<file path="config.mk">
export PLATFORM = sky130hd
export DESIGN_NAME = branch_resolve_ctrl
export DESIGN_NICKNAME = d
export VERILOG_FILES = /design/src/rtl/branch_resolve_ctrl_pkg.sv /design/src/rtl/branch_resolve_ctrl_br_cond_eval.sv /design/src/rtl/branch_resolve_ctrl.sv
export SDC_FILE = /design/constraint.sdc
export NUM_CORES = 1
export LEC_CHECK = 0
export BUFFER_PORTS_ARGS = -buffer_cell sky130_fd_sc_hd__buf_4
export CORE_MARGIN = 2
export CORE_UTILIZATION = 35
export DETAILED_ROUTE_END_ITERATION = 8
export MAX_ROUTING_LAYER = met4
export PLACE_DENSITY = 0.58
export SLEW_MARGIN = 20
export SYNTH_ARGS = -nofsm -noshare
export SYNTH_HDL_FRONTEND = slang
export SYNTH_SLANG_ARGS = --single-unit
</file>
<file path="constraint.sdc">
create_clock -name clk -period 2.7 [get_ports clk]
set_input_delay 0.54 -clock clk [delete_from_list [all_inputs] [get_ports clk]]
set_output_delay 0.54 -clock clk [all_outputs]
set_load 0.005 [all_outputs]
</file>
<file path="src/rtl/branch_resolve_ctrl_pkg.sv">
// Shared constants for the decode-stage branch sequencer: MIPS branch opcodes,
// REGIMM sub-ops, sequencer states and the branch-target helper.
package branch_resolve_ctrl_pkg;
    localparam logic [5:0] OP_REGIMM = 6'b000001;
    localparam logic [5:0] OP_BEQ    = 6'b000100;
    localparam logic [5:0] OP_BNE    = 6'b000101;
    localparam logic [5:0] OP_BLEZ   = 6'b000110;
    localparam logic [5:0] OP_BGTZ   = 6'b000111;

    localparam logic [4:0] RT_BLTZ   = 5'b00000;
    localparam logic [4:0] RT_BGEZ   = 5'b00001;
    localparam logic [4:0] RT_BLTZAL = 5'b10000;
    localparam logic [4:0] RT_BGEZAL = 5'b10001;

    typedef enum logic [1:0] {
        ST_IDLE      = 2'd0,
        ST_WAIT_OPND = 2'd1,
        ST_REDIRECT  = 2'd2
    } state_e;

    function automatic logic [31:0] br_target(input logic [31:0] pc4, input logic [15:0] imm);
        return pc4 + {{14{imm[15]}}, imm, 2'b00};
    endfunction
endpackage

</file>
<file path="src/rtl/branch_resolve_ctrl_br_cond_eval.sv">
// Combinational branch decode and condition evaluation; a = rs, b = rt.
module br_cond_eval
    import branch_resolve_ctrl_pkg::*;
(
    input  logic [5:0]  op_i,
    input  logic [4:0]  rt_i,
    input  logic [31:0] a_i,
    input  logic [31:0] b_i,
    output logic        is_br_o,
    output logic        taken_o,
    output logic        is_link_o
);
    logic a_zero;
    assign a_zero = (a_i == 32'd0);

    always_comb begin
        is_br_o   = 1'b0;
        taken_o   = 1'b0;
        is_link_o = 1'b0;
        case (op_i)
            OP_BEQ:  begin is_br_o = 1'b1; taken_o = (a_i == b_i);        end
            OP_BNE:  begin is_br_o = 1'b1; taken_o = (a_i != b_i);        end
            OP_BLEZ: begin is_br_o = 1'b1; taken_o = a_i[31] | a_zero;    end
            OP_BGTZ: begin is_br_o = 1'b1; taken_o = ~a_i[31] & ~a_zero;  end
            OP_REGIMM: begin
                case (rt_i)
                    RT_BLTZ, RT_BLTZAL: begin is_br_o = 1'b1; taken_o = a_i[31];  end
                    RT_BGEZ, RT_BGEZAL: begin is_br_o = 1'b1; taken_o = ~a_i[31]; end
                    default: ;
                endcase
                // Link variants write r31 regardless of the outcome
                is_link_o = is_br_o & rt_i[4];
            end
            default: ;
        endcase
    end
endmodule

</file>
<file path="src/rtl/branch_resolve_ctrl.sv">
// Decode-stage branch sequencer: waits for forwardable operands, resolves the
// branch, holds a PC redirect until fetch takes it, and counts branches.
module branch_resolve_ctrl
    import branch_resolve_ctrl_pkg::*;
#(
    parameter int CNT_W    = 32,
    parameter int WAIT_MAX = 15
) (
    input  logic             clk,
    input  logic             resetn,
    input  logic             id_valid,
    input  logic [5:0]       id_op,
    input  logic [4:0]       id_rt,
    input  logic [15:0]      id_imm,
    input  logic [31:0]      id_pc_plus4,
    input  logic [31:0]      rs_val,
    input  logic [31:0]      rt_val,
    input  logic             opnd_hazard,
    input  logic             flush,
    input  logic             redir_ready,
    output logic             stall_id,
    output logic             redir_valid,
    output logic [31:0]      redir_pc,
    output logic             is_link,
    output logic             opnd_timeout,
    output logic [CNT_W-1:0] br_cnt,
    output logic [CNT_W-1:0] taken_cnt
);
    localparam int              WC_W   = $clog2(WAIT_MAX + 1);
    localparam logic [WC_W-1:0] WC_MAX = WC_W'(WAIT_MAX);

    state_e            state_q, state_d;
    logic [WC_W-1:0]   wait_cnt_q, wait_cnt_d;
    logic              redir_valid_q, opnd_timeout_q;
    logic [31:0]       redir_pc_q;
    logic [CNT_W-1:0]  br_cnt_q, taken_cnt_q;
    logic              dec_br, dec_taken, dec_link;
    logic              is_br, resolve, take;

    br_cond_eval u_cond (
        .op_i      (id_op),
        .rt_i      (id_rt),
        .a_i       (rs_val),
        .b_i       (rt_val),
        .is_br_o   (dec_br),
        .taken_o   (dec_taken),
        .is_link_o (dec_link)
    );

    assign is_br   = id_valid & dec_br;
    assign is_link = id_valid & dec_link;
    assign take    = resolve & dec_taken;

    always_ff @(posedge clk or negedge resetn) begin
        if (!resetn) state_q <= ST_IDLE;
        else         state_q <= state_d;
    end

    always_comb begin
        state_d = state_q;
        if (flush) begin
            state_d = ST_IDLE;
        end else begin
            case (state_q)
                ST_IDLE: begin
                    if (is_br && opnd_hazard) state_d = ST_WAIT_OPND;
                    else if (take)            state_d = ST_REDIRECT;
                end
                ST_WAIT_OPND: if (!opnd_hazard) state_d = take ? ST_REDIRECT : ST_IDLE;
                ST_REDIRECT:  if (redir_ready)  state_d = ST_IDLE;
                default:      state_d = ST_IDLE;
            endcase
        end
    end

    // A flush cancels any resolve happening in the same cycle, so it is not counted
    always_comb begin
        stall_id = 1'b0;
        resolve  = 1'b0;
        if (!flush) begin
            case (state_q)
                ST_IDLE: begin
                    stall_id = is_br & opnd_hazard;
                    resolve  = is_br & ~opnd_hazard;
                end
                ST_WAIT_OPND: begin
                    stall_id = opnd_hazard;
                    resolve  = is_br & ~opnd_hazard;
                end
                ST_REDIRECT: stall_id = is_br;
                default: ;
            endcase
        end
    end

    always_comb begin
        wait_cnt_d = '0;
        if (!flush && state_q == ST_WAIT_OPND && opnd_hazard)
            wait_cnt_d = (wait_cnt_q == WC_MAX) ? wait_cnt_q : wait_cnt_q + WC_W'(1);
    end

    always_ff @(posedge clk or negedge resetn) begin
        if (!resetn) begin
            wait_cnt_q     <= '0;
            redir_valid_q  <= 1'b0;
            redir_pc_q     <= '0;
            opnd_timeout_q <= 1'b0;
            br_cnt_q       <= '0;
            taken_cnt_q    <= '0;
        end else begin
            wait_cnt_q     <= wait_cnt_d;
            redir_valid_q  <= (state_d == ST_REDIRECT);
            // Fires only on the cycle the saturating count first reaches the limit
            opnd_timeout_q <= (wait_cnt_d == WC_MAX) && (wait_cnt_q != WC_MAX);
            if (take)    redir_pc_q  <= br_target(id_pc_plus4, id_imm);
            if (resolve) br_cnt_q    <= br_cnt_q + CNT_W'(1);
            if (take)    taken_cnt_q <= taken_cnt_q + CNT_W'(1);
        end
    end

    assign redir_valid  = redir_valid_q;
    assign redir_pc     = redir_pc_q;
    assign opnd_timeout = opnd_timeout_q;
    assign br_cnt       = br_cnt_q;
    assign taken_cnt    = taken_cnt_q;
endmodule

</file>
Word-level counts from Yosys, hierarchy flattened
Index checks and enable logic that the tools add are counted.
{"block": "word_totals", "memories": 0, "rom_bits": 0, "inputBits": 129, "out_inout_bits": 100, "word_cells": 70, "latchBits": 0, "register_bits": 104, "ram_bits": 0}
{"block": "op_classes", "mux": 19, "n_bitwise": 11, "multipliers": 0, "n_reduce_logical": 13, "div_mod_pow": 0, "order_cmp": 0, "n_addsub": 4, "shift": 0, "eq_ne": 16}
{"op": "32-bit by 1-bit adder with 32-bit output, second input constant", "count": 2}
{"op": "32-bit adder", "count": 1}
{"op": "32-bit equality test", "count": 1}
{"op": "32-bit logical NOT", "count": 1}
{"op": "32-bit != test", "count": 1}
{"op": "6-bit by 3-bit equality test with 1-bit output, second input constant", "count": 4}
{"op": "2-bit 2-to-1 mux", "count": 6}
{"op": "5-bit equality test, second input constant", "count": 2}
{"op": "4-bit equality test, second input constant", "count": 2}
{"op": "4-bit 2-to-1 mux", "count": 2}
{"op": "4-bit OR reduction", "count": 2}
{"op": "1-bit AND", "count": 7}
{"op": "6-bit by 1-bit equality test with 1-bit output, second input constant", "count": 1}
{"op": "1-bit 2-to-1 mux", "count": 6}
{"op": "2-bit case mux with 3 select lines", "count": 1}
{"op": "2-bit OR reduction", "count": 3}
{"op": "5-bit by 1-bit equality test with 1-bit output, second input constant", "count": 1}
{"op": "5-bit logical NOT", "count": 1}
{"op": "1-bit case mux with 5 select lines", "count": 1}
{"op": "4-bit by 1-bit adder with 4-bit output, second input constant", "count": 1}
{"op": "2-bit equality test, second input constant", "count": 2}
{"op": "1-bit logical AND", "count": 4}
{"op": "4-bit != test, second input constant", "count": 1}
{"op": "1-bit case mux with 2 select lines", "count": 2}
{"op": "other kinds (6)", "count": 8}

Logic depth before layout (Yosys ltp)
Gate-level depths: netlist of run 1.
{"block": "depth", "depth_word": 15, "ltp_mapped": 11, "depth_no_buf": 11}

Cells and area by module
A second synthesis of run 1 with hierarchy kept.
{"block": "hier_totals", "cells_unflattened": 695, "hier_area_um2": 6528.8}
{"mod": "branch_resolve_ctrl", "area_per_inst_um2": 5999.5, "cells_each": 622, "seq_area_each_um2": 2602.5, "instances": 1}
{"mod": "br_cond_eval", "area_per_inst_um2": 529.3, "cells_each": 73, "seq_area_each_um2": 0.0, "instances": 1}

Least setup slack after synthesis of run 1
OpenSTA, ideal clock, no wires.
{"block": "synth_timing", "kind": "in2reg", "startpoint": "input id_imm[0]", "endpoint": "register redir_pc_q[28], in the netlist redir_pc[28]", "t_required_ps": 2623, "path_buffers": 0, "path_slack_ps": 20, "cell_stages": 11, "setup_ps": 77, "t_arrival_ps": 2602, "path_cell_list": "ha_1 > inv_1 > fa_1 > nor2b_1 > o31a_1 > o21ai_1 > o311a_1 > a31oi_1 > a31oi_1 > xor2_1 > a21oi_1"}
{"block": "synth_between", "elab_chain_len": 1}
{"element": "start, declared", "line_no": "branch_resolve_ctrl.sv:14", "source": "input logic [15:0] id_imm,"}
{"element": "32-bit adder", "line_no": "branch_resolve_ctrl_pkg.sv:22", "source": "return pc4 + {{14{imm[15]}}, imm, 2'b00};"}
{"element": "end signal, assigned", "line_no": "branch_resolve_ctrl.sv:115", "source": "if (take) redir_pc_q <= br_target(id_pc_plus4, id_imm);"}
{"element": "end, declared", "line_no": "branch_resolve_ctrl.sv:35", "source": "logic [31:0] redir_pc_q;"}
No other way between the ends.
A chain may end at the register's enable or synchronous reset.

Worst setup path after layout of run 1
{"block": "layout_timing", "startpoint": "input id_rt[3]", "endpoint": "output stall_id"}
{"block": "layout_between", "elab_chain_len": 9, "word_cells_on_any_way": 12, "cone_classes": "eq/ne (3); mux (5); bitwise (2); reduce/logical (2)"}
{"element": "start, declared", "line_no": "branch_resolve_ctrl.sv:13", "source": "input logic [4:0] id_rt,"}
{"element": "5-bit equality test (tied with other cells)", "line_no": "branch_resolve_ctrl_br_cond_eval.sv:26", "source": "case (rt_i)"}
{"element": "4-bit OR reduction (no line) *"}
{"element": "1-bit 2-to-1 mux *", "line_no": "branch_resolve_ctrl_br_cond_eval.sv:26"}
{"element": "1-bit 2-to-1 mux *", "line_no": "branch_resolve_ctrl_br_cond_eval.sv:20", "source": "case (op_i)"}
{"element": "1-bit case mux with 2 select lines *", "line_no": "branch_resolve_ctrl_br_cond_eval.sv:20"}
{"element": "1-bit AND *", "line_no": "branch_resolve_ctrl.sv:50", "source": "assign is_br = id_valid & dec_br;"}
{"element": "1-bit AND", "line_no": "branch_resolve_ctrl.sv:83", "source": "stall_id = is_br & opnd_hazard;"}
{"element": "1-bit case mux with 3 select lines *", "line_no": "branch_resolve_ctrl.sv:81", "source": "case (state_q)"}
{"element": "1-bit 2-to-1 mux *", "line_no": "branch_resolve_ctrl.sv:80", "source": "if (!flush) begin"}
{"element": "end, declared", "line_no": "branch_resolve_ctrl.sv:21", "source": "output logic stall_id,"}
Mark *: on every way between the ends. The rest lies on a longest branch, timed or not. The select of a mux whose other input is x is not followed.

==> metrics, run 1 <==
Routed WL per cell roughly 16 um; final cell count without fillers 1,211; gr usage total 20.3%; Max Clk Rate just under 400 MHz; Num CTS Buffers 9; GRT met2 Usage 32.2%; RSZ-0062 raised after global routing false; Critical Path AT 1.99 ns; cell total after placement 1,196; area share of the leading cell type in the synthesized netlist about two fifths; status complete, no violations; Clock Path Buffers 2; IO Port Bufs 228; Worst-path clk slew 0.07 ns; Mapped Area 6410 um^2; number of max-cap violations 0; Synth warnings 0; period utilization ~94%; Site Rows 49; met3 Track Usage GR about 4.2%; Synth Flop Type dfrtp_1; die area 19,400 um^2; via density per instance 4.97; Synth area leader dfrtp_1; R2R setup slack 0.33 ns; vias in the first global route 6,065; Starting Density a little over a third; met1 usage 26.7%; CTS tree done; count leader, synth dfrtp_1; Final Core Density 51.7%; ANT cells 0; worst-margin pin slew 0.593 ns; Mapped Nets roughly 840; Vias 6,015; Crit. End Element output pin; largest net degree at the start of global routing 54; initial antenna violation count 0; CTS sink cnt 104; Power Density 427 nW/um^2; Initial DRC Count 234; post-synthesis sequential area ratio 40.6%; crit-path max FO 2; post-CTS setup buffer count 0; Min-Delay Path Class input port to async pin; Synth area leaders dfrtp_1, xor2_1, xnor2_1, ha_1, nand2_1; critical path launch point type input port; Post-Route WL 18.9 mm; Crit Path Category input port to output pin; Final HPWL DP between 15 and 20 mm; EDFF count, synth 0; max-slew violations 0; clk_lat worst skew 0.36 ns; Rel. slew slack 60.4%; fin crit period 2.53 ns; final hold violation count 0; Setup-failing EPs final 0; global route overflow 0; post-route ant nets 0; die height approximately 140 um; Leak 4.68 nW; CTS Root Cell clkbuf_16; first-pass GRT wire length ~31 mm; NumNets Final 1,140; Post-synth ARST share between 90% and 100%; synth unique cells 57; gr busiest metal met2; H-tree depth 3; Post-synth top cells dfrtp_1, nand2_1, xor2_1; Yosys reg bits approximately 100; Peak VDD IR 0.000364 V; Ports 229; clk_skew 0.00831 ns; First-pass DRT Iterations 4; Layout area overhead 44.8%; synthesized netlist cell count 677; residual DRC count 0; core area 18,000 um^2; die width 139 um; Final Wtd Congestion 0.891; share of cells above drive strength 1 34.3%; syn_area_per_cell 9.48 um^2; CP Data Required Time 2.16 ns
## power by group
group	total (W)	switching [W]	internal [W]
clock network	0.00137	0.000638	0.000733
logic	0.000920	0.000417	0.000503
registers	0.00167	0.0000545	0.00162
total	0.00397	0.00111	0.00286
## final cells by class
cell class / count / area (um^2)
Clock inverter: 6 / 77.6
Timing Repair Buffer: 305 / 2340
Inverter: 10 / 37.5
Fill cell: 1711 / 8670
Clock buffer: 9 / 225
Tap cell: 229 / 287
Multi-Input combinational cell: 548 / 3720
Sequential cell: 104 / 2600
## layer usage
layer / routed length [um] / vias to the layer above / share of wire (%)
met4: 293 / 0 / 1.5
met3: 944 / 19 / 5.0
li1: - / 3047 / -
met1: 8620 / 2788 / 46
met2: 9050 / 161 / 48
met5: 0 / - / 0
## final timing paths
| kind | to | cells after the start | start |
|---|---|---|---|
| max | stall_id | 6 | id_rt[3] |
| min | br_cnt[12] | 1 | resetn |
| max reg2reg | taken_cnt[22] | 8 | taken_cnt[4] |
| min reg2reg | redir_pc[1] | 2 | redir_pc[1] |
| max in group asynchronous | redir_pc[31] | 2 | resetn |
| min in group clk | redir_pc[0] | 3 | id_pc_plus4[0] |
## stage by stage
stage               area [um^2]  power [W]  TNS, ns  hold WS (ns)  worst slack, ns
floorplan                  6410    0.00210        0         0.244           0.0202
global placement           8980    0.00262    -1.95         0.454           -0.227
detailed placement         8980    0.00263    -3.44         0.461           -0.271
CTS                        9280    0.00403        0         0.155            0.123
global route               9290    0.00419        0         0.175          0.00203
finish                     9290    0.00397        0         0.152            0.174
## layout by cell type (no fill, tap or decap), types with 2 or more instances in the layout
master and instances:
ha_1 32, buf_12 4, nor4_2 4, and2_1 3, xnor2_1 53, a31oi_1 7, nor4_1 21, or2_2 2
and3_1 17, inv_1 10, and4_1 7, o31a_1 2, a21o_1 19, clkbuf_16 9, a211oi_1 4, nor4b_2 5
nand2b_1 3, a21oi_1 32, a221oi_1 5, o21a_1 8, buf_4 301, nor4bb_1 2, nand4_1 25, o21ai_1 4
o21ai_0 24, nor3_1 15, o21bai_1 2, or3_1 2, inv_8 2, nand2_1 78, o31ai_1 3, nand4b_1 3
nand3_1 24, xor2_1 66, dfrtp_1 104, nor2_1 52
## logic make-up after synthesis
logic type	after synthesis	synth area share [%]
DFF	104	40.6
adders and majority gates	33	6.55
and+or+nand+nor	270	22.2
AOI/OAI and AO/OA	124	12.4
buffers and inverters	25	1.66
xor gates and xnor gates	119	16.2
muxes	2	0.332
## registers in the layout, summed over array words and instances, names as in the netlist
| register | flops |
|---|---|
| br_cnt | 32 |
| redir_pc | 32 |
| redir_valid | 1 |
| state_q | 2 |
| taken_cnt | 32 |
| wait_cnt_q | 4 |
| opnd_timeout | 1 |
## repair_timing
item / in CTS / in global routing
hold buffers: 0 / 0
resized for setup: 0 / 3
endpoints found under the setup margin: 0 / 4
## critical path: stages
cell and delay, ns:
buf_4 0.12, nor4_1 0.44, a21o_1 0.20, a21oi_1 0.08, a2111oi_0 0.42, buf_4 0.19
Power figures use the tool's default switching activity.
==> run 2: changes to the inputs <==
--- a/config.mk
+++ b/config.mk
@@ -6,11 +6,13 @@
 export NUM_CORES = 1
 export LEC_CHECK = 0
 export BUFFER_PORTS_ARGS = -buffer_cell sky130_fd_sc_hd__buf_4
+export CELL_PAD_IN_SITES_DETAIL_PLACEMENT = 1
+export CELL_PAD_IN_SITES_GLOBAL_PLACEMENT = 1
 export CORE_MARGIN = 2
 export CORE_UTILIZATION = 35
 export DETAILED_ROUTE_END_ITERATION = 8
 export MAX_ROUTING_LAYER = met4
-export PLACE_DENSITY = 0.58
+export PLACE_DENSITY = 0.75
 export SLEW_MARGIN = 20
 export SYNTH_ARGS = -nofsm -noshare
 export SYNTH_HDL_FRONTEND = slang
==> run 2 against run 1 <==
Compared with the run above: count of clock-buffer cells in the layout grew 1; sequential share of layout area fell by 0.27 points; sequential power is essentially flat; final cell count increased by 0.74%; critical endpoint is now redir_pc[24]; highest routed layer unchanged.
==> metrics, run 2 (synthesis gave the netlist of run 1 again) <==
status complete, no violations; die width 139 um (unchanged); met3 wire len 933 um (-1.2%); Final Core Density 52.2% (+0.49 points); worst-margin pin slew 0.671 ns (+0.0782 ns); via density per instance 5.24 (+5.4%); met2 WL 10.9 mm (+21%); Peak VDD IR 0.000265 V (-27%); First-pass DRT Iterations 4 (unchanged); Routed WL per cell 18.0 um (+15%); Crit. End Element register; Top Layer Used met4; Crit Path Category input port to register; NumNets Final 1,148 (+0.70%); gr usage total 23.3% (+2.9 points); Post-Route M1 WL 9.77 mm (+13%); post-route ant nets 0 (unchanged); Clock Path Buffers 2 (unchanged); Starting Density 35.7% (unchanged); Ports 229 (unchanged); die area 19,400 um^2 (unchanged); largest net degree at the start of global routing 51 (-5.6%); vias in the first global route 6,888 (+14%); Final Power 0.00391 W (-1.5%); Min-Delay Path Class input port to async pin; Vias 6,389 (+6.2%); Initial DRC Count 184 (-21%); H-tree depth 3 (unchanged); commonest non-fill, non-tap cell in the layout buf_4; Sw Ratio 28.9% (+0.95 points); Post-CTS Hold Fix Bufs 0 (unchanged); clk_skew 0.0145 ns (+0.00620 ns); part of the power in the clock network 32.5% (-2.1 points); Post-Route WL 21.9 mm (+16%); ANT cells 0 (unchanged); period utilization 94.3% (+0.72 points); Layout area overhead 46.2%; global route overflow 0 (unchanged); fin crit period 2.55 ns (+0.0194 ns); combinational power share 24.6% (+1.4 points); critical path launch point type input port; Final HPWL DP 17.7 mm (+17%); number of max-cap violations 0 (unchanged); RSZ-0062 raised after global routing false; max-slew violations 0 (unchanged); CTS sink cnt 104 (unchanged); CTS Root Cell clkbuf_16; Leak 4.73 nW (+0.96%); initial antenna violation count 0 (unchanged); CTS tree done; Critical Path AT 2.81 ns (+0.82 ns); CP Data Required Time 2.96 ns (+0.80 ns); hold slack 0.213 ns (+0.0618 ns); leading cell types in the layout, fill and taps excluded buf_4, dfrtp_1, nand2_1; Pint 0.00278 W (-2.8%); Max Clk Rate 393 MHz (-0.76%); crit-path max FO 3 (+1); first-pass GRT wire length 35.6 mm (+15%); Seq pwr share 42.9% (+0.7 points); clk_lat worst skew 0.35 ns (about the same); die height 139 um (unchanged); Worst-path clk slew 0.08 ns (about the same); share of cells above drive strength 1 35.1% (+0.80 points); Site Rows 49 (unchanged); IO Port Bufs 228 (unchanged); Final Wtd Congestion 0.909 (+2.0%); Num CTS Buffers 9 (unchanged); residual DRC count 0 (unchanged); final hold violation count 0 (unchanged); P_sw 0.00113 W (+1.9%); Rel. slew slack 55.1% (-5.2 points); Setup-failing EPs final 0 (unchanged); core area 18,000 um^2 (unchanged); Power Density 417 nW/um^2 (-2.4%)
-- run 2: cell types whose count changed in the layout (fill, tap and decap cells not counted), moves of 2 or more --
cell	delta
inv_6	+3
buf_4	+6
buf_12	+2
inv_8	-2
-- run 2: power by group through the flow --
stage	logic, W	clock network (W)	registers [W]
after CTS	0.000959	0.00132	0.00168
final	0.000963	0.00127	0.00167
after floorplan	0.000400	0	0.00170
after global routing	0.00106	0.00136	0.00168
after detailed placement	0.000954	0	0.00170
after global placement	0.000929	0	0.00170
-- run 2: worst paths after layout --
check / startpoint / endpoint / slack (ns) / cells past startpoint
min in group clk: id_pc_plus4[0] / redir_pc[0] / 0.39 / 3
setup / recovery: id_imm[0] / redir_pc[24] / 0.15 / 12
max in group asynchronous: resetn / taken_cnt[2] / 1.86 / 2
hold reg to reg: redir_pc[2] / redir_pc[2] / 0.47 / 2
setup reg to reg: state_q[1] / taken_cnt[26] / 0.23 / 7
hold / removal: resetn / br_cnt[30] / 0.21 / 1
-- run 2: per-stage QoR --
stage	std cells	worst slack, ns	TNS, ns	instance area (um^2)
2_1_floorplan	677	0.0202	0	6410
3_3_place_gp	1201	-0.132	-1.70	9040
3_5_place_dp	1201	-0.325	-5.27	9040
4_1_cts	1217	0.0731	0	9320
5_1_grt	1220	0.00414	0	9380
6_report	1220	0.155	0	9380
-- run 2: layout make-up --
type	instances	area, um^2
multi-input combinational	548	3750
tap	229	287
timing repair buffer	313	2420
clock buffer	10	229
inverter	10	37.5
clock inverter	6	48.8
fill	2110	8590
sequential	104	2600
-- run 2: routing by layer --
metal | vias to the layer above | GRT usage (%)
li1 | 3058 | -
met1 | 3151 | 28.8
met2 | 151 | 40.1
met3 | 29 | 3.99
met4 | 0 | 4.94
met5 | - | -
-- run 2: critical path, stage by stage --
cell and delay, ns:
buf_4 0.08, ha_1 0.16, inv_1 0.05, fa_1 0.38, nor2b_1 0.19, o31a_1 0.18, o21ai_1 0.15, o311a_1 0.41
a31oi_4 0.24, a21oi_1 0.11, xor2_1 0.14, o21ai_0 0.17
-- run 2: what timing repair did --
action / in CTS / in global routing
setup endpoints to repair: 0 / 6
hold endpoints to repair: 0 / 0
buffers inserted: 0 / 3
resized for setup: 0 / 6
==> run 3: changes to the inputs <==
--- a/config.mk
+++ b/config.mk
@@ -5,14 +5,16 @@
 export SDC_FILE = /design/constraint.sdc
 export NUM_CORES = 1
 export LEC_CHECK = 0
+export ABC_AREA = 1
 export BUFFER_PORTS_ARGS = -buffer_cell sky130_fd_sc_hd__buf_4
 export CELL_PAD_IN_SITES_DETAIL_PLACEMENT = 1
 export CELL_PAD_IN_SITES_GLOBAL_PLACEMENT = 1
 export CORE_MARGIN = 2
 export CORE_UTILIZATION = 35
 export DETAILED_ROUTE_END_ITERATION = 8
+export GPL_TIMING_DRIVEN = 0
 export MAX_ROUTING_LAYER = met4
-export PLACE_DENSITY = 0.75
+export PLACE_DENSITY = 0.76
 export SLEW_MARGIN = 20
 export SYNTH_ARGS = -nofsm -noshare
 export SYNTH_HDL_FRONTEND = slang
==> run 3 against run 2 <==
Compared with the run above: count of clock-buffer cells in the layout decreased by 1; combinational power is 12% lower; global-route usage is 0.62 points higher; critical path depth fell by 2; die area increased by 25%; via count up 36%; synthesized area up 26%; non-clock buffer count shrank 57; sequential power is 4% lower; critical endpoint is now stall_id; largest power group unchanged; highest routed layer unchanged.
==> metrics, run 3 <==
status complete, no violations; Layout area overhead 29.2%; gr usage total 23.9% (+0.62 points); Vias 8,662 (+36%); ANT cells 0 (unchanged); clk_lat worst skew 0.35 ns (about the same); Rel. slew slack 32.5% (-23 points); Post-synth ARST share 100% (unchanged); final cell count without fillers 1,735 (+42%); die area 24,300 um^2 (+25%); Initial DRC Count 331 (+80%); Crit Path Category input port to output pin; part of the power in the clock network 34.2% (+1.7 points); Crit. End Element output pin; Synth warnings 0 (unchanged); clk_skew 0.0101 ns (-0.00441 ns); Synth Flop Type dfrtp_1; Site Rows 55 (+12%); Synth area leader dfrtp_1; Ports 229 (unchanged); RR Startpoint br_cnt[0]; Pint 0.00258 W (-7.0%); post-synthesis sequential area ratio 32.2% (-8.4 points); Synth area leaders dfrtp_1, nand2_1, nand3_1, xor2_1, nor2_1; initial antenna violation count 0 (unchanged); commonest non-fill, non-tap cell in the layout nand2_1; RSZ-0062 raised after global routing false; Mapped Area 8080 um^2 (+26%); Final Wtd Congestion 0.879 (-3.3%); Min-Delay Path Class input port to async pin; Final HPWL DP 23.2 mm (+31%); CTS sink cnt 104 (unchanged); post-route ant nets 0 (unchanged); P_sw 0.00114 W (+1.1%); Post-synth top cells nand2_1, nor2_1, nand3_1; global route overflow 0 (unchanged); First-pass DRT Iterations 4 (unchanged); critical path launch point type input port; Max Clk Rate 401 MHz (+2.1%); Post-Route WL 27.6 mm (+26%); EDFF count, synth 0 (unchanged); Clock Path Buffers 2 (unchanged); cell total after placement 1,719 (+43%); die height 156 um (+12%); synthesized netlist cell count 1,206 (+78%); Mapped Nets 1,368 (+63%); CTS tree done; Final Worst Setup Slack 0.207 ns (+0.0525 ns); Sw Ratio 30.7% (+1.7 points); max-slew violations 0 (unchanged); number of max-cap violations 0 (unchanged); Critical Path AT 1.95 ns (-0.86 ns); count leader, synth nand2_1; Slowest Stage Delay on Critical Path 0.25 ns (-0.16 ns); CP Data Required Time 2.16 ns (-0.80 ns); crit-path max FO 4 (+1); synth unique cells 34 (-40%); Critical Path, Cell by Cell buf_4 -> nor3_1 -> nand4_1 -> nand2_1 -> nand2_1 -> inv_2 -> nand4_1 -> a31o_2 -> inv_1 -> buf_4; die width 156 um (+12%); final hold violation count 0 (unchanged); Sum Neg Setup Slack 0 ns (unchanged); via density per instance 4.99 (-4.7%); period utilization 92.3% (-1.9 points); Seq pwr share 43.1% (+0.2 points); largest net degree at the start of global routing 105 (+110%); # resized after CTS 0 (unchanged); vias in the first global route 9,006 (+31%); Peak VDD IR 0.000329 V (+24%); first-pass GRT wire length 45.5 mm (+28%); cells on worst reg2reg path 8 (+1); H-tree depth 3 (unchanged); Yosys reg bits 104 (unchanged); Power Density 357 nW/um^2 (-14%); dpl ws 0.0134 ns (+0.339 ns); core area 22,600 um^2 (+26%); R2R setup slack 0.53 ns (+0.30 ns); r2r endpoint br_cnt[24]; hold slack 0.280 ns (+0.0671 ns); NumNets Final 1,607 (+40%); Num CTS Buffers 9 (unchanged); leading cell types in the layout, fill and taps excluded nand2_1, buf_4, nor2_1; Routed WL per cell 15.9 um (-11%); CTS Root Cell clkbuf_16; Setup-failing EPs final 0 (unchanged); Starting Density 35.7% (about the same); post-CTS setup buffer count 0 (unchanged); area share of the leading cell type in the synthesized netlist 32.2% (-8.4 points); combinational power share 22.7% (-1.9 points); share of cells above drive strength 1 19.0% (-16 points); fin crit period 2.49 ns (-0.0525 ns); Post-CTS Hold Fix Bufs 0 (unchanged); worst-margin pin slew 1.01 ns (+0.342 ns); IO Port Bufs 228 (unchanged); syn_area_per_cell 6.70 um^2 (-29%); residual DRC count 0 (unchanged); Leak 5.54 nW (+17%); CP max stage cell nor3_1; Worst-path clk slew 0.08 ns (about the same)
-- run 3: cell types whose count changed after synthesis, sizes merged, moves of 16 or more --
cell / change
nor3: +23
a21o: -16
nand2: +364
and3: -17
nand3: +84
nor2: +76
inv: +88
-- run 3: routing by layer --
layer,track usage (%),vias to the layer above,part of all wire [%]
met5,-,-,0
met4,5.42,0,1.8
met3,1.86,31,3.2
met2,41.5,175,49
met1,30.4,4096,46
li1,-,4360,-
-- run 3: worst max-delay path, delay by kind of cell --
| kind | cells | cell delay (ns) |
|---|---|---|
| simple gates | 5 | 0.78 |
| buf+inv | 4 | 0.40 |
| compound gates | 1 | 0.23 |
-- run 3: cell families after synthesis --
kind of cell | after synthesis | synth area share [%]
simple gates | 766 | 39.6
fa+ha+maj | 33 | 5.20
xor+xnor | 105 | 11.4
flops | 104 | 32.2
compound gates | 72 | 4.75
buf+inv | 126 | 6.85
-- run 3: cell type report --
type / instances / area, um^2
Fill cell: 2970 / 12200
Multi-Input combinational cell: 976 / 4920
Sequential cell: 104 / 2600
Timing Repair Buffer: 228 / 1720
Inverter: 98 / 368
Tap cell: 285 / 357
Clock buffer: 9 / 225
Buffer: 28 / 185
Clock inverter: 7 / 58.8
-- run 3: per-stage QoR --
| stage | power (W) | utilization (%) | area [um^2] |
|---|---|---|---|
| after global placement | 0.00247 | 44.8 | 10100 |
| final | 0.00372 | 46.1 | 10400 |
| after CTS | 0.00376 | 46.1 | 10400 |
| after detailed placement | 0.00249 | 44.8 | 10200 |
| after floorplan | 0.00209 | - | 8080 |
| after global routing | 0.00393 | 46.1 | 10400 |
-- run 3: worst max path at each step --
stage,cells past startpoint,endpoint,start,slack (ns)
global placement,15,redir_pc[16],id_imm[0],0.04
floorplan,15,redir_pc[30],id_imm[0],0.56
CTS,10,stall_id,id_rt[1],0.19
finish,10,stall_id,id_rt[1],0.21
detailed placement,17,redir_pc[28],id_imm[0],0.01
global route,10,stall_id,id_rt[1],0.08
-- run 3: power by group through the flow --
stage	logic [W]	clock network (W)	registers (W)
3_5_place_dp	0.000852	0	0.00164
3_3_place_gp	0.000834	0	0.00164
4_1_cts	0.000855	0.00130	0.00161
6_report	0.000845	0.00127	0.00161
5_1_grt	0.000960	0.00136	0.00161
2_1_floorplan	0.000461	0	0.00163
